`config.mk`:
```
export PLATFORM = sky130hd
export DESIGN_NAME = fetch_group_sender_flat
export DESIGN_NICKNAME = d
export VERILOG_FILES = /design/src/rtl/fetch_group_sender_pkg.sv /design/src/rtl/fetch_group_sender_if.sv /design/src/rtl/fetch_group_sender_mask_gen.sv /design/src/rtl/fetch_group_sender.sv /design/src/flat_wrapper.sv
export SDC_FILE = /design/constraint.sdc
export NUM_CORES = 1
export LEC_CHECK = 0
export CAP_MARGIN = 20
export CELL_PAD_IN_SITES_DETAIL_PLACEMENT = 0
export CELL_PAD_IN_SITES_GLOBAL_PLACEMENT = 1
export CORE_AREA = 3 3 277 279
export DETAILED_ROUTE_END_ITERATION = 7
export DIE_AREA = 0 0 280 282
export HOLD_SLACK_MARGIN = 0.15
export PLACE_DENSITY = 0.64
export SETUP_SLACK_MARGIN = 0.05
export SYNTH_ARGS = -nofsm -noshare
export SYNTH_HDL_FRONTEND = slang
export SYNTH_SLANG_ARGS = --single-unit
```
`constraint.sdc`:
```
create_clock -name clock -period 3 [get_ports clock]
set_input_delay 0.45 -clock clock [delete_from_list [all_inputs] [get_ports clock]]
set_output_delay 0.45 -clock clock [all_outputs]
set_load 0.01 [all_outputs]
```
`src/rtl/fetch_group_sender_pkg.sv`:
```
`default_nettype none
// ============================================================================
// Module      : fetch_group_sender_pkg
// Description : Shared frontend types and constants for the fetch-group
//               producer (line width, PC width, slot count, FSM states).
// Revision    : 1.0 - initial release
// ============================================================================
package fetch_group_sender_pkg;

    localparam int c_PC_WIDTH            = 64;
    localparam int c_ICACHE_FETCHWIDTH128 = 128;
    localparam int c_SLOT_COUNT          = 4;
    localparam int c_SLOT_WIDTH          = 32;

    typedef logic [c_PC_WIDTH-1:0]             pc_t;
    typedef logic [c_ICACHE_FETCHWIDTH128-1:0] line_t;
    typedef logic [c_SLOT_COUNT-1:0]           slot_mask_t;

    // Fetch sequencing states, explicitly 2 bits wide
    typedef enum logic [1:0] {
        IDLE = 2'd0,
        REQ  = 2'd1,
        WAIT = 2'd2,
        SEND = 2'd3
    } fetch_state_e;

    // Clear the byte-within-line bits of a fetch address
    function automatic pc_t line_align(input pc_t addr);
        return addr & ~pc_t'(15);
    endfunction

endpackage
`default_nettype wire

```
`src/rtl/fetch_group_sender_if.sv`:
```
`default_nettype none
// ============================================================================
// Module      : fetch_group_sender_if
// Description : Bundle of the fetch request, I-cache, branch predictor and
//               instruction-buffer signals around the fetch-group producer.
// Revision    : 1.0 - initial release
// ============================================================================
interface fetch_group_sender_if;
    import fetch_group_sender_pkg::*;

    logic       fetch_inst;
    logic       redirect_valid;
    pc_t        redirect_target;

    logic       ic_req_valid;
    logic       ic_req_ready;
    pc_t        ic_req_addr;
    logic       ic_resp_valid;
    line_t      ic_resp_data;

    slot_mask_t bpu_taken;
    line_t      bpu_target;

    line_t      admin2ib_instr;
    slot_mask_t admin2ib_instr_valid;
    slot_mask_t admin2ib_predicttaken;
    line_t      admin2ib_predicttarget;
    pc_t        pc;
    logic       pc_operation_done;

    // Fetch-group producer side
    modport master (
        input  fetch_inst, redirect_valid, redirect_target,
        input  ic_req_ready, ic_resp_valid, ic_resp_data,
        input  bpu_taken, bpu_target,
        output ic_req_valid, ic_req_addr,
        output admin2ib_instr, admin2ib_instr_valid,
        output admin2ib_predicttaken, admin2ib_predicttarget,
        output pc, pc_operation_done
    );

    // Buffer / cache / backend side
    modport slave (
        output fetch_inst, redirect_valid, redirect_target,
        output ic_req_ready, ic_resp_valid, ic_resp_data,
        output bpu_taken, bpu_target,
        input  ic_req_valid, ic_req_addr,
        input  admin2ib_instr, admin2ib_instr_valid,
        input  admin2ib_predicttaken, admin2ib_predicttarget,
        input  pc, pc_operation_done
    );

endinterface
`default_nettype wire

```
`src/rtl/fetch_group_sender_mask_gen.sv`:
```
`default_nettype none
// ============================================================================
// Module      : fetch_mask_gen
// Description : Slot valid mask for a fetch group. Slots before the fetch
//               offset are unfetched; slots after the first predicted-taken
//               valid slot are dropped. Also reports the taken slot index.
// Revision    : 1.0 - initial release
// ============================================================================
module fetch_mask_gen
    import fetch_group_sender_pkg::*;
(
    input  wire logic [1:0]  i_slot_offset,
    input  wire slot_mask_t  i_bpu_taken,
    output slot_mask_t       o_valid_mask,
    output logic             o_taken_hit,
    output logic [1:0]       o_taken_idx
);

    logic w_blocked;

    // Walk the slots in order; the first taken slot at or past the offset
    // closes the group
    always_comb begin
        w_blocked    = 1'b0;
        o_valid_mask = '0;
        o_taken_hit  = 1'b0;
        o_taken_idx  = 2'd0;
        for (int i = 0; i < c_SLOT_COUNT; i++) begin
            if ((i >= int'(i_slot_offset)) && !w_blocked) begin
                o_valid_mask[i] = 1'b1;
                if (i_bpu_taken[i]) begin
                    w_blocked   = 1'b1;
                    o_taken_hit = 1'b1;
                    o_taken_idx = i[1:0];
                end
            end
        end
    end

endmodule
`default_nettype wire

```
`src/rtl/fetch_group_sender.sv`:
```
`default_nettype none
// ============================================================================
// Module      : fetch_group_sender
// Description : Producer side of the fetch-group interface. Turns a buffer
//               fetch request into an I-cache line request, captures the
//               line plus branch predictions and presents one masked 4-slot
//               group for a single cycle. Owns the fetch PC.
// Revision    : 1.0 - initial release
// ============================================================================
module fetch_group_sender
    import fetch_group_sender_pkg::*;
#(
    parameter pc_t RESET_PC   = 64'h0000_0000_8000_0000,
    parameter int  LINE_BYTES = 16
) (
    input  wire logic             clock,
    input  wire logic             reset,
    fetch_group_sender_if.master  bus
);

    fetch_state_e r_state;
    fetch_state_e w_next_state;

    pc_t          r_pc;
    pc_t          r_next_pc;
    logic         r_drop_resp;

    line_t        r_instr;
    slot_mask_t   r_instr_valid;
    slot_mask_t   r_predicttaken;
    line_t        r_predicttarget;
    pc_t          r_group_pc;
    logic         r_done;

    logic         w_capture;
    logic         w_outstanding;
    slot_mask_t   w_valid_mask;
    logic         w_taken_hit;
    logic [1:0]   w_taken_idx;
    line_t        w_line_mask;
    pc_t          w_group_next_pc;

    fetch_mask_gen u_mask_gen (
        .i_slot_offset (r_pc[3:2]),
        .i_bpu_taken   (bus.bpu_taken),
        .o_valid_mask  (w_valid_mask),
        .o_taken_hit   (w_taken_hit),
        .o_taken_idx   (w_taken_idx)
    );

    // Widen the slot mask to a per-bit line mask
    for (genvar gi = 0; gi < c_SLOT_COUNT; gi++) begin : g_slot_mask
        assign w_line_mask[gi*c_SLOT_WIDTH +: c_SLOT_WIDTH] = {c_SLOT_WIDTH{w_valid_mask[gi]}};
    end

    // A line is taken from the cache only when it is the live response in WAIT
    assign w_capture = (r_state == WAIT) && bus.ic_resp_valid && !r_drop_resp
                       && !bus.redirect_valid;

    // A redirect abandons an in-flight request whose response is still coming
    assign w_outstanding = (r_state == WAIT) || ((r_state == REQ) && bus.ic_req_ready);

    // Taken branch wins over the sequential line advance
    assign w_group_next_pc = w_taken_hit
        ? {32'b0, bus.bpu_target[{w_taken_idx, 5'b0} +: c_SLOT_WIDTH]}
        : line_align(r_pc) + pc_t'(LINE_BYTES);

    // State register
    always_ff @(posedge clock) begin
        if (reset) begin
            r_state <= IDLE;
        end else begin
            r_state <= w_next_state;
        end
    end

    // Next-state logic; redirect overrides every state
    always_comb begin
        w_next_state = r_state;
        case (r_state)
            IDLE:    if (bus.fetch_inst)   w_next_state = REQ;
            REQ:     if (bus.ic_req_ready) w_next_state = WAIT;
            WAIT:    if (bus.ic_resp_valid && !r_drop_resp) w_next_state = SEND;
            SEND:    w_next_state = IDLE;
            default: w_next_state = IDLE;
        endcase
        if (bus.redirect_valid) begin
            w_next_state = IDLE;
        end
    end

    // Fetch PC: redirect first, otherwise commit the group's successor in SEND
    always_ff @(posedge clock) begin
        if (reset) begin
            r_pc      <= RESET_PC;
            r_next_pc <= '0;
        end else begin
            if (w_capture) begin
                r_next_pc <= w_group_next_pc;
            end
            if (bus.redirect_valid) begin
                r_pc <= bus.redirect_target;
            end else if (r_state == SEND) begin
                r_pc <= r_next_pc;
            end
        end
    end

    // Stale-response filter: one response is swallowed after a flushed request
    always_ff @(posedge clock) begin
        if (reset) begin
            r_drop_resp <= 1'b0;
        end else if (bus.redirect_valid && w_outstanding) begin
            r_drop_resp <= 1'b1;
        end else if (bus.ic_resp_valid) begin
            r_drop_resp <= 1'b0;
        end
    end

    // Group output registers: valid/done pulse for one cycle, data holds
    always_ff @(posedge clock) begin
        if (reset) begin
            r_instr         <= '0;
            r_instr_valid   <= '0;
            r_predicttaken  <= '0;
            r_predicttarget <= '0;
            r_group_pc      <= '0;
            r_done          <= 1'b0;
        end else begin
            r_instr_valid <= '0;
            r_done        <= 1'b0;
            if (w_capture) begin
                r_instr         <= bus.ic_resp_data & w_line_mask;
                r_instr_valid   <= w_valid_mask;
                r_predicttaken  <= bus.bpu_taken & w_valid_mask;
                r_predicttarget <= bus.bpu_target;
                r_group_pc      <= r_pc;
                r_done          <= 1'b1;
            end
        end
    end

    assign bus.ic_req_valid           = (r_state == REQ);
    assign bus.ic_req_addr            = (r_state == REQ) ? line_align(r_pc) : '0;
    assign bus.admin2ib_instr         = r_instr;
    assign bus.admin2ib_instr_valid   = r_instr_valid;
    assign bus.admin2ib_predicttaken  = r_predicttaken;
    assign bus.admin2ib_predicttarget = r_predicttarget;
    assign bus.pc                     = r_group_pc;
    assign bus.pc_operation_done      = r_done;

endmodule
`default_nettype wire

```
`src/flat_wrapper.sv`:
```
// flat-port wrapper written by rule: the top's interface ports become plain ports
module fetch_group_sender_flat import fetch_group_sender_pkg::*;
#(
    parameter pc_t RESET_PC   = 64'h0000_0000_8000_0000,
    parameter int  LINE_BYTES = 16
)
  (clock, reset, bus_fetch_inst, bus_redirect_valid, bus_redirect_target, bus_ic_req_ready, bus_ic_resp_valid, bus_ic_resp_data, bus_bpu_taken, bus_bpu_target, bus_ic_req_valid, bus_ic_req_addr, bus_admin2ib_instr, bus_admin2ib_instr_valid, bus_admin2ib_predicttaken, bus_admin2ib_predicttarget, bus_pc, bus_pc_operation_done);
  fetch_group_sender_if bus_i ();
  input  wire logic clock;
  input  wire logic reset;
  input wire logic [$bits(bus_i.fetch_inst)-1:0] bus_fetch_inst;
  input wire logic [$bits(bus_i.redirect_valid)-1:0] bus_redirect_valid;
  input wire logic [$bits(bus_i.redirect_target)-1:0] bus_redirect_target;
  input wire logic [$bits(bus_i.ic_req_ready)-1:0] bus_ic_req_ready;
  input wire logic [$bits(bus_i.ic_resp_valid)-1:0] bus_ic_resp_valid;
  input wire logic [$bits(bus_i.ic_resp_data)-1:0] bus_ic_resp_data;
  input wire logic [$bits(bus_i.bpu_taken)-1:0] bus_bpu_taken;
  input wire logic [$bits(bus_i.bpu_target)-1:0] bus_bpu_target;
  output wire logic [$bits(bus_i.ic_req_valid)-1:0] bus_ic_req_valid;
  output wire logic [$bits(bus_i.ic_req_addr)-1:0] bus_ic_req_addr;
  output wire logic [$bits(bus_i.admin2ib_instr)-1:0] bus_admin2ib_instr;
  output wire logic [$bits(bus_i.admin2ib_instr_valid)-1:0] bus_admin2ib_instr_valid;
  output wire logic [$bits(bus_i.admin2ib_predicttaken)-1:0] bus_admin2ib_predicttaken;
  output wire logic [$bits(bus_i.admin2ib_predicttarget)-1:0] bus_admin2ib_predicttarget;
  output wire logic [$bits(bus_i.pc)-1:0] bus_pc;
  output wire logic [$bits(bus_i.pc_operation_done)-1:0] bus_pc_operation_done;
  assign bus_i.fetch_inst = bus_fetch_inst;
  assign bus_i.redirect_valid = bus_redirect_valid;
  assign bus_i.redirect_target = bus_redirect_target;
  assign bus_i.ic_req_ready = bus_ic_req_ready;
  assign bus_i.ic_resp_valid = bus_ic_resp_valid;
  assign bus_i.ic_resp_data = bus_ic_resp_data;
  assign bus_i.bpu_taken = bus_bpu_taken;
  assign bus_i.bpu_target = bus_bpu_target;
  assign bus_ic_req_valid = bus_i.ic_req_valid;
  assign bus_ic_req_addr = bus_i.ic_req_addr;
  assign bus_admin2ib_instr = bus_i.admin2ib_instr;
  assign bus_admin2ib_instr_valid = bus_i.admin2ib_instr_valid;
  assign bus_admin2ib_predicttaken = bus_i.admin2ib_predicttaken;
  assign bus_admin2ib_predicttarget = bus_i.admin2ib_predicttarget;
  assign bus_pc = bus_i.pc;
  assign bus_pc_operation_done = bus_i.pc_operation_done;
  fetch_group_sender #(.RESET_PC(RESET_PC), .LINE_BYTES(LINE_BYTES)) u_core (.clock(clock), .reset(reset), .bus(bus_i));
endmodule
```
==> impl.org, run 1 <==
** Drt
- Via-per-instance ratio :: ~4.7
- Routed length per placed instance :: approximately 23 um
- TritonRoute pass-1 iters :: 7
- Count of vias placed by the detailed router :: 18628
- The count of nets left with antenna violations once routing finished came out at 0.
- The routed design has 91130 um of wire.
- Number of DRC markers in iteration 0 :: 1073
- Number of remaining DRC errors :: 0

** Pwr
- Sequential cells account for between 40% and 50% of the total power.
- Leakage power summed over all cells :: 10.18 nW
- The clock network burns between 40% and 50% of the power.
- Cell internal power was estimated by the tool at around 0.011 W.
- Highest ir drop seen on vdd :: around 0.5 mV
- Net switching is about 25% of the power.
- Total power draw :: 0.01466 W
- Switching power summed over all nets :: ~0.0036 W
- For this design the ratio of total power to cell area is 501.8 nW/um2.
- Combinational fraction of design power :: under 10%

** Timing
- Setup repair after global routing missed its margin :: false
- Setup slack after layout :: ~0.24 ns
- Final count of pins violating max slew :: 0
- Headroom to the max-slew limit came out at between 40% and 50%.
- Share of the clock period used by the worst path :: 92.00%
- Adding up every negative setup slack in the final design gives 0 ns.
- Min cycle time layout :: between 2 and 3 ns
- Worst clock skew on the final layout :: 0.03235 ns
- The number of hold-slack violations in the final timing report came to 0.
- Final setup violating endpoints :: 0
- For the pin with the worst max-slew slack, the measured transition is 0.8532 ns.
- Timing would allow up to roughly 360 MHz.

** Floorplan
- Std cell rows :: 100
- Once the floorplan was initialized, standard cells occupied about a quarter of the core.
- Pin placement for this block handled about 720 I/O pins.
- The die is 282 um tall.
- The die is 280 um wide.
- Die Area :: roughly 79000 um2
- Floorplan Core Area :: about 74000 um2

** Cells and area
- Final non-filler cell area :: ~29000 um2
- Post-synthesis to final-layout area growth :: 55.86%
- The post-route netlist has a little under 8% of its cells at a drive strength greater than 1.
- Fill cells in the final layout number roughly 7500.
- Non-Filler Instances :: 3929
- At the end of the flow, the number of nets in the layout was around 3200.

** Synth
- Counting flops with an async set or reset pin after synthesis yields a share of 0%.
- Of the post-synthesis cell area, the dominant cell type holds 49.13%.
- Number of warnings reported in the yosys synthesis log :: 0
- Dominant cells by area after synthesis :: sky130_fd_sc_hd__dfxtp_1, sky130_fd_sc_hd__nand2_1, sky130_fd_sc_hd__a21oi_1
- The synthesized design spends more area on one cell type than any other, namely sky130_fd_sc_hd__dfxtp_1.
- Yosys reg bits :: 460
- Among all flip-flop cells after synthesis, the most frequent one is sky130_fd_sc_hd__dfxtp_1.
- Synthesized cell area :: between 15000 and 20000 um2
- Synthesized netlist cell count :: approximately 2200
- sky130_fd_sc_hd__nand2_1 is the most common cell in the netlist.
- After synthesis, the mean cell area works out to approximately 8.5 um2.
- Post-synthesis sequential area ratio :: between 40 and 50%
- Number of enable flip-flop cells after synthesis :: 0
- Yosys mapped the design onto 68 distinct sky130hd cell types.
- The commonest cells after synthesis are sky130_fd_sc_hd__nand2_1, sky130_fd_sc_hd__dfxtp_1, sky130_fd_sc_hd__a21oi_1, sky130_fd_sc_hd__nor2_1, sky130_fd_sc_hd__clkbuf_1.

** Placement
- After detailed placement, the total cell area comes to between 20000 and 30000 um2.
- Detailed placement ended at an HPWL of 69960 um.
- The congestion estimate from routability-driven global placement came to between 0.8 and 0.9.
- In this run the tool buffered the top-level ports with roughly 720 buffer cells.
- Counting tap cells, the placed design contains a total of between 3000 and 4000 instances.
- Worst slack after detailed placement :: roughly 0.15 ns

** Run status
- The run finished with clean final reports.

** Setup path
- Worst Path Required :: roughly 2.6 ns
- Data arrival time of the critical path :: 2.31 ns
- Along the worst path, the maximum fanout reaches 56.
- The worst setup path is launched from a flip-flop.
- Critical path start-end classification :: flip-flop to primary output
- STA classifies the critical path endpoint as a primary output.
- For the worst flop-to-flop path, the logic depth is 6.

** Clock tree
- After clock tree synthesis, the clock-pin slew on the worst setup and hold paths is around 0.06 ns.
- Clock sinks :: 460
- Clock tree synthesis inserted a total of 56 buffers.
- TritonCTS clock tree :: built
- The H-tree was split into 2 levels.
- No sink is reached through more buffers than the 3 on the longest clock path.
- The cell sitting at the root of the clock tree is a sky130_fd_sc_hd__clkbuf_16.
- Worst-Skew Late Latency :: roughly 0.62 ns

** Min path
- Hold Path Stages :: 2
- Worst hold-check path type :: primary input to flip-flop

** Global routing
- GR Overflow Total :: 0
- Global routing consumed, on the met2 layer, a little over a third of the routing resources.
- In the global route stage, met1 resource usage came out at approximately 29%.
- The number of antenna violations at the first check in global routing was 29.
- Global-route wire length before repair :: approximately 130000 um
- In this run the most used layer during global routing was met2.
- Entering global routing, the biggest net connects 120 pins.
- Via count of the first global-routing pass :: approximately 18000
- For met3 alone, demand over resource in global routing was 6.160%.
- In the global route stage, overall resource usage came out at between 20% and 30%.

** Flow run
- The tool flagged a number of max-cap violations equal to 0.
[routing by layer]
| layer | part of all wire [%] | vias to the layer above |
|---|---|---|
| met5 | 0.087 | - |
| met4 | 3.3 | 14 |
| met3 | 7.2 | 143 |
| met2 | 46 | 599 |
| met1 | 44 | 8913 |
| li1 | - | 8959 |
[critical path: stages (launching register included)]
cell	delay (ns)
sky130_fd_sc_hd__dfxtp_1	0.34
sky130_fd_sc_hd__inv_1	0.14
sky130_fd_sc_hd__ha_4	0.19
sky130_fd_sc_hd__buf_16	0.19
sky130_fd_sc_hd__and2_1	0.18
sky130_fd_sc_hd__clkdlybuf4s50_1	0.59
[flip-flops by register name, summed over array words and instances (netlist names)]
register                           flops
u_core.bus.admin2ib_predicttarget    128
u_core.r_drop_resp                     1
u_core.bus.admin2ib_instr_valid        4
u_core.r_pc                           64
u_core.bus.admin2ib_predicttaken       4
u_core.bus.pc_operation_done           1
u_core.r_next_pc                      64
u_core.r_state                         2
u_core.bus.admin2ib_instr            128
u_core.bus.pc                         64
[worst paths after layout]
check,slack (ns),startpoint,end
worst min-delay path,0.37,bus_redirect_valid,u_core.r_state[0]$_SDFFE_PP0P_
worst min register to register,0.44,u_core.r_next_pc[58]$_SDFFE_PP0P_,u_core.r_next_pc[58]$_SDFFE_PP0P_
worst max register to register,0.49,u_core.r_pc[10]$_SDFFE_PP0P_,u_core.r_next_pc[29]$_SDFFE_PP0P_
worst max-delay path,0.24,u_core.r_state[1]$_SDFFE_PP0P_,bus_ic_req_addr[14]
[repair_timing]
| item | 4_1_cts | 5_1_grt |
|---|---|---|
| hold buffers | 1 | 0 |
| endpoints found under the hold margin | 18 | 0 |
| resized for setup | 2 | 2 |
| endpoints found under the setup margin | 51 | 16 |
| setup buffers | 0 | 1 |
[area by class of cell]
type | count | area (um2) | area share (%)
inverters | 19 | 71.32 | 0.2441
clock buffers | 78 | 1604 | 5.490
multi-input cells | 1559 | 8821 | 30.19
diodes | 14 | 35.03 | 0.1199
well taps | 969 | 1212 | 4.150
clock inverters | 27 | 307.8 | 1.053
flip-flops and latches | 460 | 9210 | 31.52
repair buffers | 803 | 7955 | 27.23
[metrics by stage]
step / hold slack, ns / utilization [%]
6_report: 0.3650 / 39.25
5_1_grt: 0.3653 / 39.22
4_1_cts: 0.3121 / 39.18
3_5_place_dp: 0.4378 / 36.58
3_3_place_gp: 0.4328 / 36.58
2_1_floorplan: 0.4248 / -
[power groups by stage]
stage / clock network (W) / registers [W] / logic, W
floorplan: 0 / 0.00637 / 0.000525
global placement: 0 / 0.00639 / 0.00137
detailed placement: 0 / 0.00639 / 0.00138
CTS: 0.00723 / 0.00625 / 0.00139
global route: 0.00745 / 0.00626 / 0.00148
finish: 0.00702 / 0.00625 / 0.00138
[kinds of logic after synthesis]
group | after synthesis | synth area share (%)
multiplexers | 101 | 5.740
XOR/XNOR | 55 | 2.570
flip-flops | 460 | 49.13
other | 1 | 0.02000
AO/OA/AOI/OAI | 512 | 17.38
AND/OR/NAND/NOR | 882 | 20.53
buffers and inverters | 198 | 4.298
adder cells (fa/ha/maj) | 5 | 0.3337
[cell usage in the layout, fill, tap and decap left out, drive strengths merged, types with 5 or more instances in the layout]
master,netlist,routed
diode,0,14
nand4,15,15
bufinv,0,5
a32oi,10,10
and2,64,64
a22oi,37,37
mux2i,94,94
and4,5,5
or2,5,5
o21ai,44,44
clkdlybuf4s50,0,716
inv,19,21
xor2,9,9
nor4,24,24
a32o,7,7
and3,11,11
a211oi,5,5
buf,34,85
a21oi,274,274
nor3,18,18
nor2,194,194
ha,5,5
xnor2,46,46
clkinv,0,16
nand2,510,510
dfxtp,460,460
a22o,100,100
nand3,26,26
clkbuf,145,78
mux4,5,5
Note: power is estimated with default switching activity, not from simulation.
==> run 2: changes to the inputs <==
Settings changed: SLEW_MARGIN set to 20.
==> results of run 2 <==
No change in the layout: final DEF, timing and power equal those of run 1.
